===== src/rtl/vt_text_writer.sv =====
`default_nettype none
// ============================================================================
// Module      : vt_text_writer
// Description : Single-writer controller for the character text RAM. Consumes
//               a byte stream, interprets CR/LF/BS, autowraps, and scrolls by
//               bumping a circular top-row offset and clearing one line.
// Revision    : 1.0 - initial release
// ============================================================================
module vt_text_writer #(
    parameter int         COLS   = 80,
    parameter int         ROWS   = 60,
    parameter int         ADDR_W = 13,
    parameter logic [7:0] BLANK  = 8'h20
) (
    input  logic              clk25,
    input  logic              rst,
    input  logic              char_valid,
    input  logic [7:0]        char_data,
    output logic              char_ready,
    input  logic              clear_req,
    output logic              mem_we,
    output logic [ADDR_W-1:0] mem_waddr,
    output logic [7:0]        mem_wdata,
    output logic [5:0]        top_row,
    output logic [6:0]        cursor_col,
    output logic [5:0]        cursor_row,
    output logic              busy
);

    localparam int unsigned TOTAL = ROWS * COLS;

    typedef enum logic [1:0] {
        S_IDLE     = 2'd0,
        S_CLR_LINE = 2'd1,
        S_CLR_ALL  = 2'd2
    } state_t;

    state_t            state_q;
    logic              mem_we_q;
    logic [ADDR_W-1:0] mem_waddr_q;
    logic [7:0]        mem_wdata_q;
    logic [5:0]        top_row_q;
    logic [6:0]        cursor_col_q;
    logic [5:0]        cursor_row_q;
    logic              clr_pending_q;
    logic [ADDR_W-1:0] clr_addr_q;   // next address the clear engine writes
    logic [ADDR_W-1:0] clr_left_q;   // clear writes still to issue

    logic [6:0]        w_row_sum;
    logic [5:0]        w_prow;
    logic [ADDR_W-1:0] w_char_addr;
    logic [ADDR_W-1:0] w_top_base;
    logic [5:0]        w_top_next;
    logic              w_at_bottom;
    logic              w_at_last_col;
    logic              w_printable;
    logic              w_accept;

    // Logical cursor row mapped to the physical row through the circular offset
    assign w_row_sum     = {1'b0, cursor_row_q} + {1'b0, top_row_q};
    assign w_prow        = (w_row_sum >= 7'(ROWS)) ? 6'(w_row_sum - 7'(ROWS)) : w_row_sum[5:0];
    assign w_char_addr   = ADDR_W'(w_prow) * ADDR_W'(COLS) + ADDR_W'(cursor_col_q);
    // The current top row becomes the new bottom row after a scroll
    assign w_top_base    = ADDR_W'(top_row_q) * ADDR_W'(COLS);
    assign w_top_next    = (top_row_q == 6'(ROWS - 1)) ? 6'd0 : top_row_q + 6'd1;
    assign w_at_bottom   = (cursor_row_q == 6'(ROWS - 1));
    assign w_at_last_col = (cursor_col_q == 7'(COLS - 1));
    assign w_printable   = (char_data >= 8'h20) && (char_data <= 8'h7E);

    assign char_ready = (state_q == S_IDLE) && !clear_req && !clr_pending_q;
    assign w_accept   = char_valid && char_ready;

    assign mem_we     = mem_we_q;
    assign mem_waddr  = mem_waddr_q;
    assign mem_wdata  = mem_wdata_q;
    assign top_row    = top_row_q;
    assign cursor_col = cursor_col_q;
    assign cursor_row = cursor_row_q;
    assign busy       = (state_q != S_IDLE);

    // Byte interpreter, line/screen clear engine and registered RAM port
    always_ff @(posedge clk25 or posedge rst) begin
        if (rst) begin
            state_q       <= S_IDLE;
            mem_we_q      <= 1'b0;
            mem_waddr_q   <= '0;
            mem_wdata_q   <= 8'h00;
            top_row_q     <= 6'd0;
            cursor_col_q  <= 7'd0;
            cursor_row_q  <= 6'd0;
            clr_pending_q <= 1'b0;
            clr_addr_q    <= '0;
            clr_left_q    <= '0;
        end else begin
            mem_we_q <= 1'b0;
            case (state_q)
                S_IDLE: begin
                    if (clear_req) begin
                        state_q    <= S_CLR_ALL;
                        clr_addr_q <= '0;
                        clr_left_q <= ADDR_W'(TOTAL);
                    end else if (w_accept) begin
                        if (w_printable) begin
                            mem_we_q    <= 1'b1;
                            mem_waddr_q <= w_char_addr;
                            mem_wdata_q <= char_data;
                            if (w_at_last_col) begin
                                cursor_col_q <= 7'd0;
                                if (!w_at_bottom) begin
                                    cursor_row_q <= cursor_row_q + 6'd1;
                                end else begin
                                    // Character write owns this cycle; all COLS clears follow
                                    top_row_q  <= w_top_next;
                                    state_q    <= S_CLR_LINE;
                                    clr_addr_q <= w_top_base;
                                    clr_left_q <= ADDR_W'(COLS);
                                end
                            end else begin
                                cursor_col_q <= cursor_col_q + 7'd1;
                            end
                        end else if (char_data == 8'h0D) begin
                            cursor_col_q <= 7'd0;
                        end else if (char_data == 8'h0A) begin
                            if (!w_at_bottom) begin
                                cursor_row_q <= cursor_row_q + 6'd1;
                            end else begin
                                // Issue the first clear right away so it lands at accept+1
                                top_row_q   <= w_top_next;
                                state_q     <= S_CLR_LINE;
                                mem_we_q    <= 1'b1;
                                mem_waddr_q <= w_top_base;
                                mem_wdata_q <= BLANK;
                                clr_addr_q  <= w_top_base + ADDR_W'(1);
                                clr_left_q  <= ADDR_W'(COLS - 1);
                            end
                        end else if (char_data == 8'h08) begin
                            if (cursor_col_q != 7'd0) begin
                                cursor_col_q <= cursor_col_q - 7'd1;
                            end
                        end
                    end
                end
                S_CLR_LINE, S_CLR_ALL: begin
                    if (clear_req) begin
                        clr_pending_q <= 1'b1;
                    end
                    if (clr_left_q != '0) begin
                        mem_we_q    <= 1'b1;
                        mem_waddr_q <= clr_addr_q;
                        mem_wdata_q <= BLANK;
                        clr_addr_q  <= clr_addr_q + ADDR_W'(1);
                        clr_left_q  <= clr_left_q - ADDR_W'(1);
                    end else begin
                        if (state_q == S_CLR_ALL) begin
                            top_row_q    <= 6'd0;
                            cursor_col_q <= 7'd0;
                            cursor_row_q <= 6'd0;
                        end
                        // Any number of clear requests seen meanwhile collapse into one pass
                        if (clear_req || clr_pending_q) begin
                            state_q       <= S_CLR_ALL;
                            clr_pending_q <= 1'b0;
                            clr_addr_q    <= '0;
                            clr_left_q    <= ADDR_W'(TOTAL);
                        end else begin
                            state_q <= S_IDLE;
                        end
                    end
                end
                default: begin
                    state_q <= S_IDLE;
                end
            endcase
        end
    end

endmodule
`default_nettype wire


===== config.mk =====
export PLATFORM = sky130hd
export DESIGN_NAME = vt_text_writer
export DESIGN_NICKNAME = d
export VERILOG_FILES = /design/src/rtl/vt_text_writer.sv
export SDC_FILE = /design/constraint.sdc
export NUM_CORES = 1
export LEC_CHECK = 0
export CAP_MARGIN = 10
export CORE_MARGIN = 8
export CORE_UTILIZATION = 60
export CTS_CLUSTER_DIAMETER = 60
export CTS_CLUSTER_SIZE = 8
export DETAILED_ROUTE_END_ITERATION = 7
export DONT_BUFFER_PORTS = 1
export PLACE_DENSITY = 0.81
export SYNTH_ARGS = -nofsm -noshare
export SYNTH_HDL_FRONTEND = slang
export SYNTH_SLANG_ARGS = --single-unit

===== constraint.sdc =====
create_clock -name clk25 -period 6.3 [get_ports clk25]
set_clock_uncertainty 0.1 [all_clocks]
set_input_delay 1.575 -clock clk25 [delete_from_list [all_inputs] [get_ports clk25]]
set_output_delay 1.575 -clock clk25 [all_outputs]
set_load 0.005 [all_outputs]

==> impl_metrics.json, run 1 <==
{
  "worst_setup_path_end_kind": "register",
  "min_to": "mem_wdata[1]",
  "rr_startpoint": "top_row[0]",
  "tritoncts": "done",
  "fin_setup_tns_ps": 0,
  "power_frac_comb_pct": 53.3,
  "drt-pass1-iter-count": 5,
  "path_cells": "ha_1 -> fa_1 -> a211o_2 -> a21o_1 -> a21oi_1 -> a21boi_1 -> mux2_2 -> ha_1 -> ha_1 -> fa_1 -> and3_1 -> a32oi_1 -> nor4_1 -> xnor2_1 -> or3_1 -> a31oi_1 -> o21ai_1",
  "area_growth_pct": 5.30,
  "synth.distinct_cells": 74,
  "grt_usage_pct": 23.5,
  "crit_family": "adder cells",
  "worstPathArrival_ps": 5380,
  "synth_edf_count": 0,
  "max_freq_ghz": 0.190,
  "ant_nets": 0,
  "r2r_cells": 17,
  "num_io_pins": 55,
  "root_buffer": "clkbuf_8",
  "drt_iter0_markers": 374,
  "power_uw": 2520,
  "dieArea_um2": 11700,
  "num_rows": 33,
  "overflow": 0,
  "syn_avg_cell_area_um2": 8.41,
  "async_reset_ff_share_pct": 100,
  "clkTransAtPathRegs_ps": 90,
  "grt_pass1_vias": 4408,
  "syn-num-nets": 662,
  "antenna_found_initial": 0,
  "dp_slack_ps": 1050,
  "critPathLaunch": "top_row[0]",
  "die-width_um": 108,
  "drt_drc_violations_left": 0,
  "clk_latency_ps": 350,
  "period_minus_slack_ps": 5280,
  "cts_setup_buffers": 0,
  "ys_ff_latch": 70,
  "cts_resized": 0,
  "totalWireLength_um": 13600,
  "hold_path_class": "reg2reg",
  "rsz0062_at_grt": "false",
  "grt_pass1_wl_um": 22200,
  "core_um2": 8260,
  "rrSetupSlack_ps": 1020,
  "synthCells": 609,
  "post_drt_wl_per_cell_um": 19.1,
  "routed-via-count": 4776,
  "seq_area_frac_synth_pct": 34.2,
  "drive_gt1_share_pct": 6.94,
  "vias_per_cell": 6.73,
  "cts-buffers-inserted": 9,
  "hold_depth": 2,
  "pwr-share-clk_pct": 15.4,
  "start_util_pct": 62.0,
  "outcome": "finished clean",
  "io_buffers": 0,
  "postLayoutCellArea_um2": 5390,
  "slowest_delay_ps": 560,
  "timing.hold.ws_ps": 415,
  "ctsLongestPathBuffers": 2,
  "yosysTopAreaCell": "dfrtp_1",
  "dp.final_hpwl_um": 9690,
  "start_kind": "register",
  "p_int_uw": 1310,
  "path_class": "reg2reg",
  "max-slew-margin-rel_pct": 22.8,
  "place_area_um2": 5190,
  "die_y_um": 108,
  "drv_slew": 0,
  "synthTopCellsByArea": "dfrtp_1 (34%), ha_1 (9.0%), o21ai_0 (6.8%)",
  "ys.warnings.count": 0,
  "worst_path_most_repeated_cell": "ha_1",
  "timing.final.crit_share_pct": 83.7,
  "rr_endpoint": "mem_waddr[11]",
  "hold_buffers": 0,
  "pwr_density_cell_nw_per_um2": 468,
  "min_from": "mem_wdata[1]",
  "final-hold-violation-count": 0,
  "switchingPower_uw": 1210,
  "swShare_pct": 48.1,
  "tightest_slew_ps": 1160,
  "vdd_ir_drop_max_mv": 0.261,
  "cap_viol_max_count": 0,
  "synth_top_area_share_pct": 34.2,
  "final_nets": 653,
  "gp_congestion": 1.00,
  "setup_viol": 0,
  "p_seq_share_pct": 31.3,
  "required_ps": 6400,
  "fin_ws_ps": 1020,
  "n_antenna_cell": 0,
  "path_max_fanout": 10,
  "grt_start_max_net_pins": 71,
  "crit_slowest_cell": "fa_1",
  "p_leak_uw": 0.00242,
  "htreeDepth": 3,
  "synth_area_um2": 5120,
  "clock-sinks": 70,
  "path_buf_inv": 0,
  "synthFlopType": "dfrtp_1"
}
-- cell families after synthesis --
family          synth area share, %
simple gates                   22.4
compound gates                 24.9
flops                          34.2
buf+inv                        3.57
fa+ha+maj                      10.6
xor+xnor                       3.08
mux                            1.22
-- worst max path at each step --
stage | to | slack (ps) | cells past startpoint
after floorplan | mem_waddr[11] | 1480 | 17
after global routing | mem_waddr[11] | 720 | 17
final | mem_waddr[11] | 1020 | 17
after global placement | mem_waddr[11] | 1200 | 17
after detailed placement | mem_waddr[11] | 1050 | 17
after CTS | mem_waddr[11] | 1060 | 17
-- area by class of cell --
class,instances,area [um^2]
fillers,691,2870
clock buffers,10,138
well taps,105,131
multi-input cells,493,3190
clock inverters,6,68.8
repair buffers,5,37.5
flip-flops and latches,70,1750
inverters,21,78.8
-- layout by cell type (no fill, tap or decap), types with 4 or more instances in the layout --
cell type  count
a211oi_1       4
a21o_1        10
a21oi_1       30
a221oi_1       4
a22o_1         9
a22oi_1        5
a31oi_1        8
a32oi_1        6
and2_1         5
and3_1        13
buf_4          5
clkbuf_8      10
dfrtp_1       70
fa_1           4
ha_1          37
inv_1         20
mux2i_1        4
nand2_1       85
nand2b_1       5
nand3_1       17
nand4_1        4
nor2_1        46
nor2b_1        8
nor3_1        17
nor4_1         6
o211ai_1       4
o21a_1         4
o21ai_0       70
o31ai_1        6
or2_2          4
xnor2_1        9
xor2_1         9
-- power groups by stage --
stage | combinational [uW] | clock, uW | sequential, uW
floorplan | 1050 | 0 | 725
global placement | 1260 | 0 | 791
detailed placement | 1310 | 0 | 797
CTS | 1330 | 392 | 787
global route | 1500 | 412 | 815
finish | 1350 | 390 | 789
-- through the flow --
| step | std cells | util [%] |
|---|---|---|
| 6_report | 710 | 65.3 |
| 5_1_grt | 710 | 65.3 |
| 4_1_cts | 710 | 65.3 |
| 3_5_place_dp | 694 | 62.8 |
| 3_3_place_gp | 694 | 62.8 |
| 2_1_floorplan | 609 | - |
-- cells in the mapped netlist (10+ instances only) --
| library cell | n |
|---|---|
| inv_1 | 21 |
| o21ai_0 | 70 |
| a21o_1 | 10 |
| clkbuf_1 | 17 |
| dfrtp_1 | 70 |
| nor3_1 | 17 |
| a21oi_1 | 30 |
| nor2_1 | 46 |
| nand2_1 | 85 |
| nand3_1 | 17 |
| ha_1 | 37 |
| and3_1 | 13 |
-- worst reg2reg max path, delay by kind of cell, from the launching register on --
| kind | cells | cell delay (ps) |
|---|---|---|
| fa+ha+maj | 5 | 1870 |
| compound gates | 7 | 1400 |
| simple gates | 3 | 730 |
| xor+xnor | 1 | 110 |
| flops | 1 | 540 |
| mux | 1 | 400 |
-- routing by layer --
metal / track usage [%] / routed length [um] / vias to the layer above
met3: 5.23 / 1310 / 37
met1: 29.4 / 5580 / 2289
li1: - / - / 2216
met5: 0 / 0 / -
met2: 38.3 / 6350 / 234
met4: 9.68 / 349 / 0
-- registers in the layout, summed over array words and instances (netlist names) --
register / count
clr_addr_q: 13
clr_left_q: 13
clr_pending_q: 1
cursor_col: 7
cursor_row: 6
mem_waddr: 13
mem_wdata: 8
mem_we: 1
state_q: 2
top_row: 6
Power figures use the tool's default switching activity.
==> inputs of run 2 (changes only) <==
--- a/config.mk
+++ b/config.mk
@@ -7,12 +7,12 @@
 export LEC_CHECK = 0
 export CAP_MARGIN = 10
 export CORE_MARGIN = 8
-export CORE_UTILIZATION = 60
+export CORE_UTILIZATION = 59
 export CTS_CLUSTER_DIAMETER = 60
 export CTS_CLUSTER_SIZE = 8
 export DETAILED_ROUTE_END_ITERATION = 7
 export DONT_BUFFER_PORTS = 1
-export PLACE_DENSITY = 0.81
+export PLACE_DENSITY = 0.83
 export SYNTH_ARGS = -nofsm -noshare
 export SYNTH_HDL_FRONTEND = slang
 export SYNTH_SLANG_ARGS = --single-unit
==> constraint.sdc (replaced) <==
create_clock -name clk25 -period 4.3 [get_ports clk25]
set_clock_uncertainty 0.1 [all_clocks]
set_input_delay 1.075 -clock clk25 [delete_from_list [all_inputs] [get_ports clk25]]
set_output_delay 1.075 -clock clk25 [all_outputs]
set_load 0.005 [all_outputs]
==> run 2 against run 1 <==
The flow now finishes with violations (setup timing). Combinational power grew 120%. Global-route usage increased by 3.9 points. Wire length up 25%. Non-clock buffer count increased by 55. Die area is 1.4% higher. Critical path depth up 1. Fmax up 10%. Critical path type unchanged. Largest cell class unchanged. Largest power group unchanged.
==> impl_metrics.json, run 2 (synthesis gave the netlist of run 1 again) <==
{
  "r2r_cells": 18,
  "rsz0062_at_grt": "true",
  "clk_latency_ps": 370,
  "path_class": "reg2reg",
  "fin_ws_ps": -492,
  "max_freq_ghz": 0.209,
  "min_to": "mem_waddr[6]",
  "cts-buffers-inserted": 9,
  "power_frac_comb_pct": 64.1,
  "switchingPower_uw": 2230,
  "overflow": 0,
  "io_buffers": 0,
  "grt_pass1_wl_um": 25400,
  "tightest_slew_ps": 943,
  "n_antenna_cell": 0,
  "drt_iter0_markers": 898,
  "rr_endpoint": "mem_waddr[11]",
  "drive_gt1_share_pct": 20.5,
  "utilization_pct": 71.7,
  "hold_depth": 2,
  "post_drt_wl_per_cell_um": 22.1,
  "p_leak_uw": 0.00275,
  "final_nets": 708,
  "min_from": "mem_waddr[6]",
  "power_uw": 4710,
  "rr_startpoint": "cursor_row[0]",
  "core_um2": 8550,
  "period_minus_slack_ps": 4790,
  "swShare_pct": 47.2,
  "gp_congestion": 0.924,
  "p_seq_share_pct": 23.9,
  "htreeDepth": 3,
  "grt_usage_pct": 27.3,
  "outcome": "finished, violations left",
  "num-fill-cells": 569,
  "drt-pass1-iter-count": 7,
  "dieArea_um2": 11900,
  "final-hold-violation-count": 0,
  "required_ps": 4450,
  "fin_setup_tns_ps": -1360,
  "path_max_fanout": 5,
  "grt_pass1_vias": 5061,
  "vdd_ir_drop_max_mv": 0.483,
  "clkTransAtPathRegs_ps": 80,
  "dp.final_hpwl_um": 10600,
  "die_y_um": 109,
  "layout_common_cells": "nand2_1 (85), o21ai_0 (69), dfrtp_1 (67)",
  "final_common_cell": "nand2_1",
  "start_kind": "register",
  "place_area_um2": 5620,
  "cap_viol_max_count": 0,
  "p_int_uw": 2490,
  "worstPathArrival_ps": 4940,
  "root_buffer": "clkbuf_8",
  "tritoncts": "done",
  "pwr_density_cell_nw_per_um2": 769,
  "totalWireLength_um": 16900,
  "pwr-share-clk_pct": 12.0,
  "ctsLongestPathBuffers": 2,
  "vias_per_cell": 6.94,
  "setup_viol": 4,
  "antenna_found_initial": 0,
  "worst_setup_path_end_kind": "register",
  "start_util_pct": 59.9,
  "num_io_pins": 55,
  "max-slew-margin-rel_pct": 37.0,
  "die-width_um": 109,
  "drv_slew": 0,
  "drt_drc_violations_left": 0,
  "routed-via-count": 5328,
  "grt_start_max_net_pins": 38,
  "timing.hold.ws_ps": 416,
  "violations": "setup timing",
  "rrSetupSlack_ps": -490,
  "ant_nets": 0,
  "clock-sinks": 70,
  "hold_path_class": "reg2reg",
  "num_rows": 34,
  "area_growth_pct": 19.7,
  "postLayoutCellArea_um2": 6130,
  "timing.final.crit_share_pct": 111
}
-- run 2: cell types whose count changed in the layout (fill, tap and decap cells not counted), sizes merged --
cell	change
buf	+55
inv	-2
clkbuf	+1
clkinvlp	+1
-- run 2: critical path, stage by stage (launching register included) --
cell and delay, ps:
dfrtp_2 430, ha_4 180, fa_2 430, or2b_4 300, o311ai_4 280, a21oi_2 110, nor2b_2 170, a21boi_4 90
mux2_4 330, ha_4 230, ha_4 170, fa_2 550, and3_4 200, a32oi_4 60, nor4_4 300, xnor2_1 150
or3_1 340, a31oi_1 170, o21ai_1 80
-- run 2: per-layer routing --
metal  vias up  track usage [%]  wire, um
met3       112             7.62      2120
li1       2325                -         -
met2       415             44.8      7740
met4         0             15.9      1130
met5         -                0         0
met1      2476             31.3      5950
-- run 2: layout make-up --
| cell class | count | area (um^2) | share of cell area [%] |
|---|---|---|---|
| sequential | 70 | 1760 | 28.6 |
| timing repair buffer | 60 | 458 | 7.47 |
| clock buffer | 11 | 141 | 2.31 |
| tap | 108 | 135 | 2.20 |
| inverter | 21 | 78.8 | 1.29 |
| clock inverter | 5 | 58.8 | 0.959 |
| multi-input combinational | 493 | 3500 | 57.1 |
-- run 2: per-stage QoR --
step | std cells | setup slack, ps
after floorplan | 609 | -309
after global placement | 742 | -239
after detailed placement | 742 | -506
after CTS | 763 | -179
after global routing | 768 | -597
final | 768 | -492
-- run 2: timing repair --
item	CTS	global route
hold buffers	0	0
cloned	0	0
pin swaps	13	16
gates resized for setup	16	20
buffers inserted	5	5
hold endpoints to repair	0	0
endpoints found under the setup margin	4	4
-- run 2: worst max-delay path by stage --
stage	start	to	slack, ps	cells after the start
2_1_floorplan	top_row[0]	mem_waddr[11]	-310	18
3_3_place_gp	cursor_row[0]	mem_waddr[11]	-240	18
3_5_place_dp	cursor_row[0]	mem_waddr[11]	-510	18
4_1_cts	cursor_row[0]	mem_waddr[11]	-180	18
5_1_grt	cursor_row[0]	mem_waddr[11]	-600	18
6_report	cursor_row[0]	mem_waddr[11]	-490	18
-- run 2: power groups by stage --
stage	Combinational, uW	Sequential (uW)	Clock [uW]
floorplan	1660	1070	0
global placement	2250	1120	0
detailed placement	2350	1140	0
CTS	2540	1120	565
global route	3220	1160	587
finish	3020	1130	563
